<file path="config.mk">
export PLATFORM = sky130hd
export DESIGN_NAME = dma_mem_bridge
export DESIGN_NICKNAME = d
export VERILOG_FILES = /design/src/rtl/dma_mem_bridge.sv
export SDC_FILE = /design/constraint.sdc
export NUM_CORES = 1
export LEC_CHECK = 0
export ABC_AREA = 0
export CAP_MARGIN = 25
export CORE_UTILIZATION = 46
export CTS_CLUSTER_DIAMETER = 80
export DETAILED_ROUTE_END_ITERATION = 10
export GPL_TIMING_DRIVEN = 1
export PLACE_DENSITY_LB_ADDON = 0.3
export SYNTH_ARGS = -nofsm -noshare
export SYNTH_HDL_FRONTEND = slang
export SYNTH_SLANG_ARGS = --single-unit
</file>
<file path="constraint.sdc">
create_clock -name CLK -period 2.1 [get_ports CLK]
set_clock_uncertainty 0.05 [all_clocks]
set_input_delay 0.315 -clock CLK [delete_from_list [all_inputs] [get_ports CLK]]
set_output_delay 0.315 -clock CLK [all_outputs]
set_load 0.02 [all_outputs]
</file>
<file path="src/rtl/dma_mem_bridge.sv">
// dma_mem_bridge: arbitrates the data-memory bus between the CPU and the DMA,
// and writes each DMA line captured during a grant to memory as a word burst.
module dma_mem_bridge #(
  parameter int WORD_SIZE      = 16,
  parameter int WORDS_PER_LINE = 4,
  parameter int CNT_W          = 8
) (
  input  logic                                CLK,
  input  logic                                reset,
  input  logic                                BR,
  output logic                                BG,
  input  logic                                dma_write,
  input  logic [WORD_SIZE-1:0]                dma_addr,
  input  logic [WORDS_PER_LINE*WORD_SIZE-1:0] dma_data,
  input  logic [1:0]                          dma_offset,
  input  logic                                cpu_d_busy,
  input  logic                                cpu_d_we,
  input  logic [WORD_SIZE-1:0]                cpu_d_addr,
  input  logic [WORD_SIZE-1:0]                cpu_d_wdata,
  output logic                                cpu_stall,
  output logic                                mem_we,
  output logic [WORD_SIZE-1:0]                mem_addr,
  output logic [WORD_SIZE-1:0]                mem_wdata,
  output logic [CNT_W-1:0]                    lines_written,
  output logic                                overrun
);
  localparam int IDX_W = (WORDS_PER_LINE > 1) ? $clog2(WORDS_PER_LINE) : 1;
  localparam logic [IDX_W-1:0] LAST_IDX = IDX_W'(WORDS_PER_LINE - 1);

  typedef enum logic [1:0] {IDLE, WAIT_CPU, GRANTED, RELEASE} state_t;

  state_t                              state_q;
  logic                                bg_q;
  logic                                stall_q;
  logic                                burst_q;
  logic                                seen_q;
  logic                                overrun_q;
  logic [IDX_W-1:0]                    idx_q;
  logic [1:0]                          last_off_q;
  logic [WORD_SIZE-1:0]                addr_q;
  logic [WORDS_PER_LINE*WORD_SIZE-1:0] data_q;
  logic [CNT_W-1:0]                    lines_q;
  logic [WORD_SIZE-1:0]                line_words [WORDS_PER_LINE];
  logic                                grant_start;
  logic                                new_line;
  logic                                burst_last;
  logic                                slot_free;

  assign grant_start = (state_q == IDLE || state_q == WAIT_CPU) && BR && !cpu_d_busy;
  assign new_line    = dma_write && (!seen_q || dma_offset != last_off_q);
  assign burst_last  = burst_q && (idx_q == LAST_IDX);
  // A capture may land on the edge that writes the final word, so bursts chain without a gap.
  assign slot_free   = !burst_q || burst_last;

  genvar gi;
  generate
    for (gi = 0; gi < WORDS_PER_LINE; gi++) begin : g_word
      assign line_words[gi] = data_q[gi*WORD_SIZE +: WORD_SIZE];
    end
  endgenerate

  always_ff @(posedge CLK) begin
    if (reset) begin
      state_q    <= IDLE;
      bg_q       <= 1'b0;
      stall_q    <= 1'b0;
      burst_q    <= 1'b0;
      idx_q      <= '0;
      seen_q     <= 1'b0;
      last_off_q <= '0;
      lines_q    <= '0;
      overrun_q  <= 1'b0;
      addr_q     <= '0;
      data_q     <= '0;
    end else if (grant_start) begin
      state_q   <= GRANTED;
      bg_q      <= 1'b1;
      stall_q   <= 1'b1;
      burst_q   <= 1'b0;
      idx_q     <= '0;
      seen_q    <= 1'b0;
      lines_q   <= '0;
      overrun_q <= 1'b0;
    end else begin
      case (state_q)
        IDLE:     if (BR) state_q <= WAIT_CPU;
        WAIT_CPU: if (!BR) state_q <= IDLE;
        GRANTED: begin
          if (burst_q) begin
            idx_q <= idx_q + IDX_W'(1);
            if (burst_last) begin
              burst_q <= 1'b0;
              lines_q <= lines_q + CNT_W'(1);
            end
          end
          if (BR) begin
            // A dropped line still becomes the tracked offset, so holding it is not re-detected.
            if (new_line) begin
              seen_q     <= 1'b1;
              last_off_q <= dma_offset;
              if (slot_free) begin
                addr_q  <= dma_addr;
                data_q  <= dma_data;
                burst_q <= 1'b1;
                idx_q   <= '0;
              end else begin
                overrun_q <= 1'b1;
              end
            end
          end else if (slot_free) begin
            state_q <= RELEASE;
            bg_q    <= 1'b0;
          end
        end
        RELEASE: begin
          state_q <= IDLE;
          stall_q <= 1'b0;
        end
        default: state_q <= IDLE;
      endcase
    end
  end

  always_comb begin
    mem_we    = 1'b0;
    mem_addr  = '0;
    mem_wdata = '0;
    case (state_q)
      IDLE, WAIT_CPU: begin
        mem_we    = cpu_d_we;
        mem_addr  = cpu_d_addr;
        mem_wdata = cpu_d_wdata;
      end
      GRANTED: begin
        if (burst_q) begin
          mem_we    = 1'b1;
          mem_addr  = addr_q + WORD_SIZE'(idx_q);
          mem_wdata = line_words[idx_q];
        end
      end
      default: ;
    endcase
  end

  assign BG            = bg_q;
  assign cpu_stall     = stall_q;
  assign lines_written = lines_q;
  assign overrun       = overrun_q;
endmodule

</file>
==> results of run 1 <==
tightest hold or removal path, delay by kind of cell:
kind	cells	cell delay [ns]
buffers and inverters	1	0.11
AND/OR/NAND/NOR	2	0.30
metrics by stage:
stage	std cells	area, µm²
5_1_grt	931	7358
3_5_place_dp	886	6666
2_1_floorplan	592	4740
3_3_place_gp	886	6666
6_report	931	7358
4_1_cts	913	7008
cells by family after synthesis:
family	Yosys count	synth area share, %
buf+inv	71	7.181
compound gates	126	14.70
xor+xnor	23	4.250
simple gates	250	22.54
flops	99	41.82
mux	18	8.025
fa+ha+maj	5	1.478
flip-flops by register name, indices dropped and copies added, names as in the netlist, 2 cells and up:
register,count
addr_q,16
data_q,64
idx_q,2
last_off_q,2
lines_written,8
state_q,2
worst min-delay path by stage:
stage / start / end / slack, ns / cells after the start
floorplan: data_q[32] / data_q[32] / 0.38 / 2
global placement: data_q[10] / data_q[10] / 0.39 / 2
detailed placement: data_q[37] / data_q[37] / 0.40 / 2
CTS: reset / seen_q / 0.33 / 3
global route: reset / state_q[0] / 0.39 / 3
finish: reset / seen_q / 0.36 / 3
synth_stat cells, types with 2 or more instances:
master,n
and2_1,2
inv_1,32
nand2b_1,4
a21oi_2,6
nand4_1,7
nor4_1,2
nor3_1,6
dfxtp_1,99
xnor2_1,13
and4_1,3
mux4_2,16
o21ai_0,20
buf_2,11
clkbuf_1,19
o22ai_1,13
nand2_1,191
nor2_1,14
nand3b_1,2
a21oi_1,84
and3_1,2
ha_1,4
xor2_1,10
mux2i_1,2
buf_6,8
nand3_1,9
final cells by class:
type | count | area, µm² | area share [%]
repair buffers | 229 | 2345 | 31.87
well taps | 133 | 166.4 | 2.262
clock inverters | 5 | 60.06 | 0.8162
clock buffers | 11 | 141.4 | 1.921
inverters | 32 | 120.1 | 1.632
flip-flops and latches | 99 | 1994 | 27.10
multi-input cells | 422 | 2531 | 34.40
power by group through the flow:
stage	sequential (W)	combinational (W)	clock (W)
detailed placement	0.00197	0.000622	0
finish	0.00193	0.000617	0.00125
global placement	0.00197	0.000614	0
floorplan	0.00197	0.000233	0
global route	0.00193	0.000658	0.00135
CTS	0.00193	0.000598	0.00126
layout by cell type (no fill, tap or decap), types with 3 or more instances in the layout:
cell type | netlist | routed
nand2_1 | 191 | 188
buf_4 | 0 | 45
nor2_1 | 14 | 13
nand3_1 | 9 | 7
xnor2_1 | 13 | 13
clkbuf_8 | 0 | 10
a21oi_1 | 84 | 83
nand4_1 | 7 | 7
inv_1 | 32 | 32
dfxtp_4 | 0 | 3
clkdlybuf4s50_1 | 0 | 129
o21ai_0 | 20 | 19
buf_6 | 8 | 11
buf_12 | 0 | 13
mux4_2 | 16 | 16
o22ai_1 | 13 | 13
clkbuf_16 | 0 | 5
nand2b_1 | 4 | 4
a21oi_2 | 6 | 7
nand2_2 | 0 | 3
xor2_1 | 10 | 10
nor3_1 | 6 | 4
buf_2 | 11 | 21
dfxtp_1 | 99 | 95
layer usage:
metal / wire length [µm] / global-route usage, %
met2: 7068 / 42.52
met1: 6012 / 30.66
met3: 997 / 4.720
met4: 135 / 7.246
met5: 0 / 0
what timing repair did:
item	CTS	global route
gates resized for setup	179	33
pin swaps	12	22
cloned	4	7
setup endpoints to repair	104	92
buffers inserted	7	12
==> run_results.csv, run 1 <==
group,metric,value,unit
run_status,outcome,"finished, violations left",
run_status,violations,"negative setup slack",
cells_and_area,n_antenna_cell,0,
route,ant_nets,0,
clock_tree,root_buffer,"clkbuf_8",
critical_path,path_class,"reg -> out",
clock_tree,clkLatencyLatePin,0.35,ns
critical_path,regToRegStartpoint,"idx_q[0]",
yosys,avgSynthCellArea,8.006,µm²
floorplan,io_pins,164,
clock_tree,holdBufCountCts,0,
critical_path,cp-end-kind,"output port",
sta,grt_setup_unrepaired,"true",
critical_path,path_buf_inv,3,
power_and_ir_drop,pwr-share-seq,50.8,%
yosys,synthCells,592,
placed_design,post-place-ws,-0.3855,ns
global_route,grt_max_degree,56,
critical_path,cp_common_cell,"buf_6",
floorplan,die_w,103.5,µm
power_and_ir_drop,power_density,515.5,nW/µm²
clock_tree,htreeDepth,3,
clock_tree,clock_sinks,99,
placed_design,gp_congestion,0.8398,
clock_tree,cts-buffers-inserted,9,
critical_path,crit_path_start,"idx_q[1]",
critical_path,path_max_fanout,4,
cells_and_area,drive_above_1_share,20.43,%
power_and_ir_drop,p_switching,0.0009506,W
yosys,synth_fp_nets,717,
yosys,yosys_warnings,0,
sta,min_period_over_period,112.4,%
yosys,yosysTopAreaCell,"dfxtp_1",
yosys,synth_area,4740,µm²
global_route,antenna_found_initial,0,
sta,hold_violations,0,
critical_path,cp-endpoint,"mem_addr[13]",
power_and_ir_drop,power.leakage,2.753,nW
power_and_ir_drop,switching_share,25.06,%
route,via_per_inst,5.236,
yosys,synth_cell_types,38,
floorplan,initial_core_util,48.05,%
route,wl_per_cell,15.27,µm
critical_path,r2r_end,"addr_q[11]",
yosys,yosys_register_bits,99,
critical_path,arrival,2.00,ns
critical_path,critical_path_depth,8,
placed_design,port_buffers,163,
global_route,grt_usage,24.46,%
global_route,grt_pass1_wl,21470,µm
sta,fmax,423.7,MHz
sta,fin_crit,2.360,ns
clock_tree,clk_pin_slew,0.10,ns
yosys,synth_area_leaders,"dfxtp_1, nand2_1, a21oi_1",
sta,finalSetupViolations,93,
sta,worstMarginPinSlew,0.5642,ns
cells_and_area,fillers,736,
critical_path,crit_chain,"ha_4, a21oi_2, buf_6, buf_6, nor4b_4, xnor2_1, o22ai_1, buf_4",
yosys,synthFlopType,"dfxtp_1",
floorplan,die_y,103.5,µm
power_and_ir_drop,pwr-share-comb,16.3,%
power_and_ir_drop,power_frac_clock,33.0,%
critical_path,critPathLaunchType,"flop",
route,drt_iter0_markers,274,
cells_and_area,nets,918,
sta,tns,-7.454,ns
critical_path,rrSetupSlack,-0.08,ns
yosys,synth_edf_count,0,
critical_path,cp_top_family,"buffers and inverters",
route,wl,14210,µm
power_and_ir_drop,power,0.003793,W
yosys,async_flop_share,0,%
route,via_count,4875,
route,dr.pass1.iters,5,
power_and_ir_drop,p_int,0.002842,W
flow_run,cap_violations,0,
sta,drv_slew,0,
floorplan,die_area,10710,µm²
critical_path,reg2reg_depth,9,
clock_tree,cts.path.max_buffers,2,
route,drc,0,
cells_and_area,utilization,74.59,%
critical_path,required,1.74,ns
yosys,synth_seq_area_share,41.82,%
global_route,globalRouteOverflowTotal,0,
sta,hold_slack,0.3619,ns
yosys,yosys.area.top_type_share,41.82,%
clock_tree,cts_tree,"done",
global_route,grt_pass1_vias,4645,
critical_path,worst_path_largest_cell_delay,0.37,ns
power_and_ir_drop,irDropWorstVdd,371.6,µV
sta,setup_ws,-0.2603,ns
min_path,hold_path_class,"in -> reg",
critical_path,slowest_stage,"dfxtp_4",
floorplan,row_count,36,
sta,slew-limit-headroom,62.39,%
cells_and_area,syn_to_final_growth,55.25,%
floorplan,core_area,9864,µm²
placed_design,place_hpwl,9252,µm
Note: power is estimated with default switching activity, not from simulation.
==> inputs of run 2 (changes only) <==
--- a/config.mk
+++ b/config.mk
@@ -11,7 +11,7 @@
 export CTS_CLUSTER_DIAMETER = 80
 export DETAILED_ROUTE_END_ITERATION = 10
 export GPL_TIMING_DRIVEN = 1
-export PLACE_DENSITY_LB_ADDON = 0.3
+export PLACE_DENSITY_LB_ADDON = 0.2
 export SYNTH_ARGS = -nofsm -noshare
 export SYNTH_HDL_FRONTEND = slang
 export SYNTH_SLANG_ARGS = --single-unit
==> run 2 against run 1 <==
Against the previous run: the flow still finishes with violations (negative setup slack); first-iteration DRC count shrank 11%; count of clock-buffer cells in the layout shrank 2; fmax up 3.9%; critical path type unchanged.
==> run_results.csv, run 2 (synthesis results as in run 1) <==
group,metric,value,unit
clock_tree,holdBufCountCts,0,
power_and_ir_drop,power_density,533.4,nW/µm²
critical_path,path_class,"reg -> out",
clock_tree,cts.path.max_buffers,2,
run_status,violations,"negative setup slack",
clock_tree,clkLatencyLatePin,0.36,ns
route,via_count,4733,
global_route,grt_max_degree,66,
critical_path,regToRegStartpoint,"idx_q[1]",
critical_path,r2r_end,"data_q[57]",
sta,setup_ws,-0.1725,ns
cells_and_area,largest_reg_flops,64,
cells_and_area,top_register,"data_q",
sta,grt_setup_unrepaired,"true",
placed_design,place_hpwl,9192,µm
route,wl_per_cell,14.77,µm
cells_and_area,final_common_cell,"nand2_1",
sta,min_period_over_period,108.2,%
sta,slew-limit-headroom,56.43,%
sta,finalSetupViolations,71,
critical_path,crit_chain,"ha_4, fa_2, and4_4, nand4_1, xor2_1, o22ai_1, buf_2",
flow_run,cap_violations,0,
global_route,grt_pass1_wl,21800,µm
cells_and_area,layout_common_cells,"nand2_1, clkdlybuf4s50_1, dfxtp_1",
critical_path,path_buf_inv,1,
floorplan,core_area,9864,µm²
sta,hold_violations,0,
route,ant_nets,0,
placed_design,port_buffers,163,
placed_design,gp_congestion,0.8438,
critical_path,worst_path_largest_cell_delay,0.37,ns
clock_tree,clk_pin_slew,0.10,ns
cells_and_area,n_antenna_cell,0,
power_and_ir_drop,power.leakage,2.629,nW
global_route,globalRouteOverflowTotal,0,
critical_path,cp_top_family,"adder cells",
cells_and_area,multiInputGateArea,2545,µm²
min_path,hold_path_depth,3,
cells_and_area,fillers,779,
floorplan,initial_core_util,48.05,%
critical_path,cp-end-kind,"output port",
cells_and_area,final_area,7056,µm²
cells_and_area,syn_to_final_growth,48.86,%
route,dr.pass1.iters,4,
sta,fin_crit,2.272,ns
global_route,met3_usage,5.349,%
sta,worstMarginPinSlew,0.6535,ns
clock_tree,root_buffer,"clkbuf_8",
min_path,whs_endpoint,"addr_q[6]",
run_status,outcome,"finished, violations left",
sta,drv_slew,0,
global_route,grt_pass1_vias,4623,
placed_design,post-place-cells,885,
critical_path,reg2reg_depth,9,
critical_path,rrSetupSlack,-0.07,ns
placed_design,placed_area,6634,µm²
floorplan,die_w,103.5,µm
route,drc,0,
global_route,use_met1,30.28,%
clock_tree,cts-buffers-inserted,9,
global_route,use_met2,44.01,%
cells_and_area,nets,901,
power_and_ir_drop,irDropWorstVdd,405.9,µV
floorplan,die_area,10710,µm²
cells_and_area,stdcell_count,914,
critical_path,slowest_stage,"dfxtp_4",
global_route,antenna_found_initial,0,
cells_and_area,utilization,71.52,%
floorplan,die_y,103.5,µm
sta,fmax,440.0,MHz
critical_path,critPathLaunchType,"flop",
floorplan,io_pins,164,
critical_path,required,1.74,ns
route,wl,13500,µm
route,drt_iter0_markers,243,
placed_design,post-place-ws,-0.3748,ns
global_route,top_usage_layer,"met2",
clock_tree,cts_tree,"done",
global_route,grt_usage,25.14,%
min_path,hp-start,"reset",
clock_tree,htreeDepth,3,
critical_path,path_max_fanout,5,
critical_path,arrival,1.91,ns
min_path,hold_path_class,"in -> reg",
cells_and_area,register_area,1989,µm²
route,via_per_inst,5.178,
cells_and_area,drive_above_1_share,18.95,%
clock_tree,clock_sinks,99,
floorplan,row_count,36,
-- run 2: cell type report --
type	instances	share of cell area, %
Clock inverter	7	1.046
Clock buffer	9	1.756
Inverter	32	1.702
Multi-Input combinational cell	422	36.07
Sequential cell	99	28.20
Tap cell	133	2.359
Timing Repair Buffer	212	28.87
-- run 2: worst register-to-register path: stages, from the launching register on --
cell and delay, ns:
dfxtp_2 0.39, buf_6 0.23, ha_2 0.23, and2b_2 0.26, a311oi_4 0.27, buf_6 0.19, buf_12 0.13, buf_12 0.14
nand2_1 0.06, a21oi_1 0.14
-- run 2: what timing repair did --
| action | 4_1_cts | 5_1_grt |
|---|---|---|
| setup buffers | 8 | 1 |
| gates cloned | 3 | 1 |
| endpoints found under the setup margin | 113 | 111 |
| gates resized for setup | 194 | 12 |
| pin swaps | 14 | 0 |
-- run 2: worst max path at each step --
stage | startpoint | end | slack, ns | cells after the start
finish | idx_q[0] | mem_addr[8] | -0.17 | 7
global route | idx_q[0] | mem_addr[8] | -0.26 | 7
CTS | idx_q[0] | mem_addr[8] | -0.19 | 7
detailed placement | idx_q[0] | mem_addr[10] | -0.37 | 7
global placement | idx_q[0] | mem_addr[14] | -0.35 | 7
floorplan | idx_q[0] | mem_wdata[10] | 0.02 | 5
-- run 2: layer usage --
layer	vias up	part of all wire [%]
li1	2340	-
met1	2208	42
met2	158	50
met3	27	5.7
met4	0	2.1
met5	-	0
-- run 2: where the power goes --
part / leakage, nW / switching [W] / internal (W) / total, W
clock: 0.100 / 0.000681 / 0.000560 / 0.00124
combinational: 1.73 / 0.000263 / 0.000332 / 0.000594
sequential: 0.802 / 0.0000211 / 0.00191 / 0.00193
-- run 2: per-stage QoR --
stage | hold slack, ns | TNS, ns | total power [W]
after floorplan | 0.3831 | 0 | 0.002206
after global placement | 0.3892 | -8.263 | 0.002577
after detailed placement | 0.3973 | -12.61 | 0.002588
after CTS | 0.3644 | -4.572 | 0.003784
after global routing | 0.3787 | -14.22 | 0.003904
final | 0.3812 | -5.129 | 0.003764
==> inputs of run 3 (changes only) <==
--- a/config.mk
+++ b/config.mk
@@ -12,6 +12,7 @@
 export DETAILED_ROUTE_END_ITERATION = 10
 export GPL_TIMING_DRIVEN = 1
 export PLACE_DENSITY_LB_ADDON = 0.2
+export SLEW_MARGIN = 15
 export SYNTH_ARGS = -nofsm -noshare
 export SYNTH_HDL_FRONTEND = slang
 export SYNTH_SLANG_ARGS = --single-unit
==> results of run 3 <==
Final layout, timing and power as in run 2 (identical DEF).
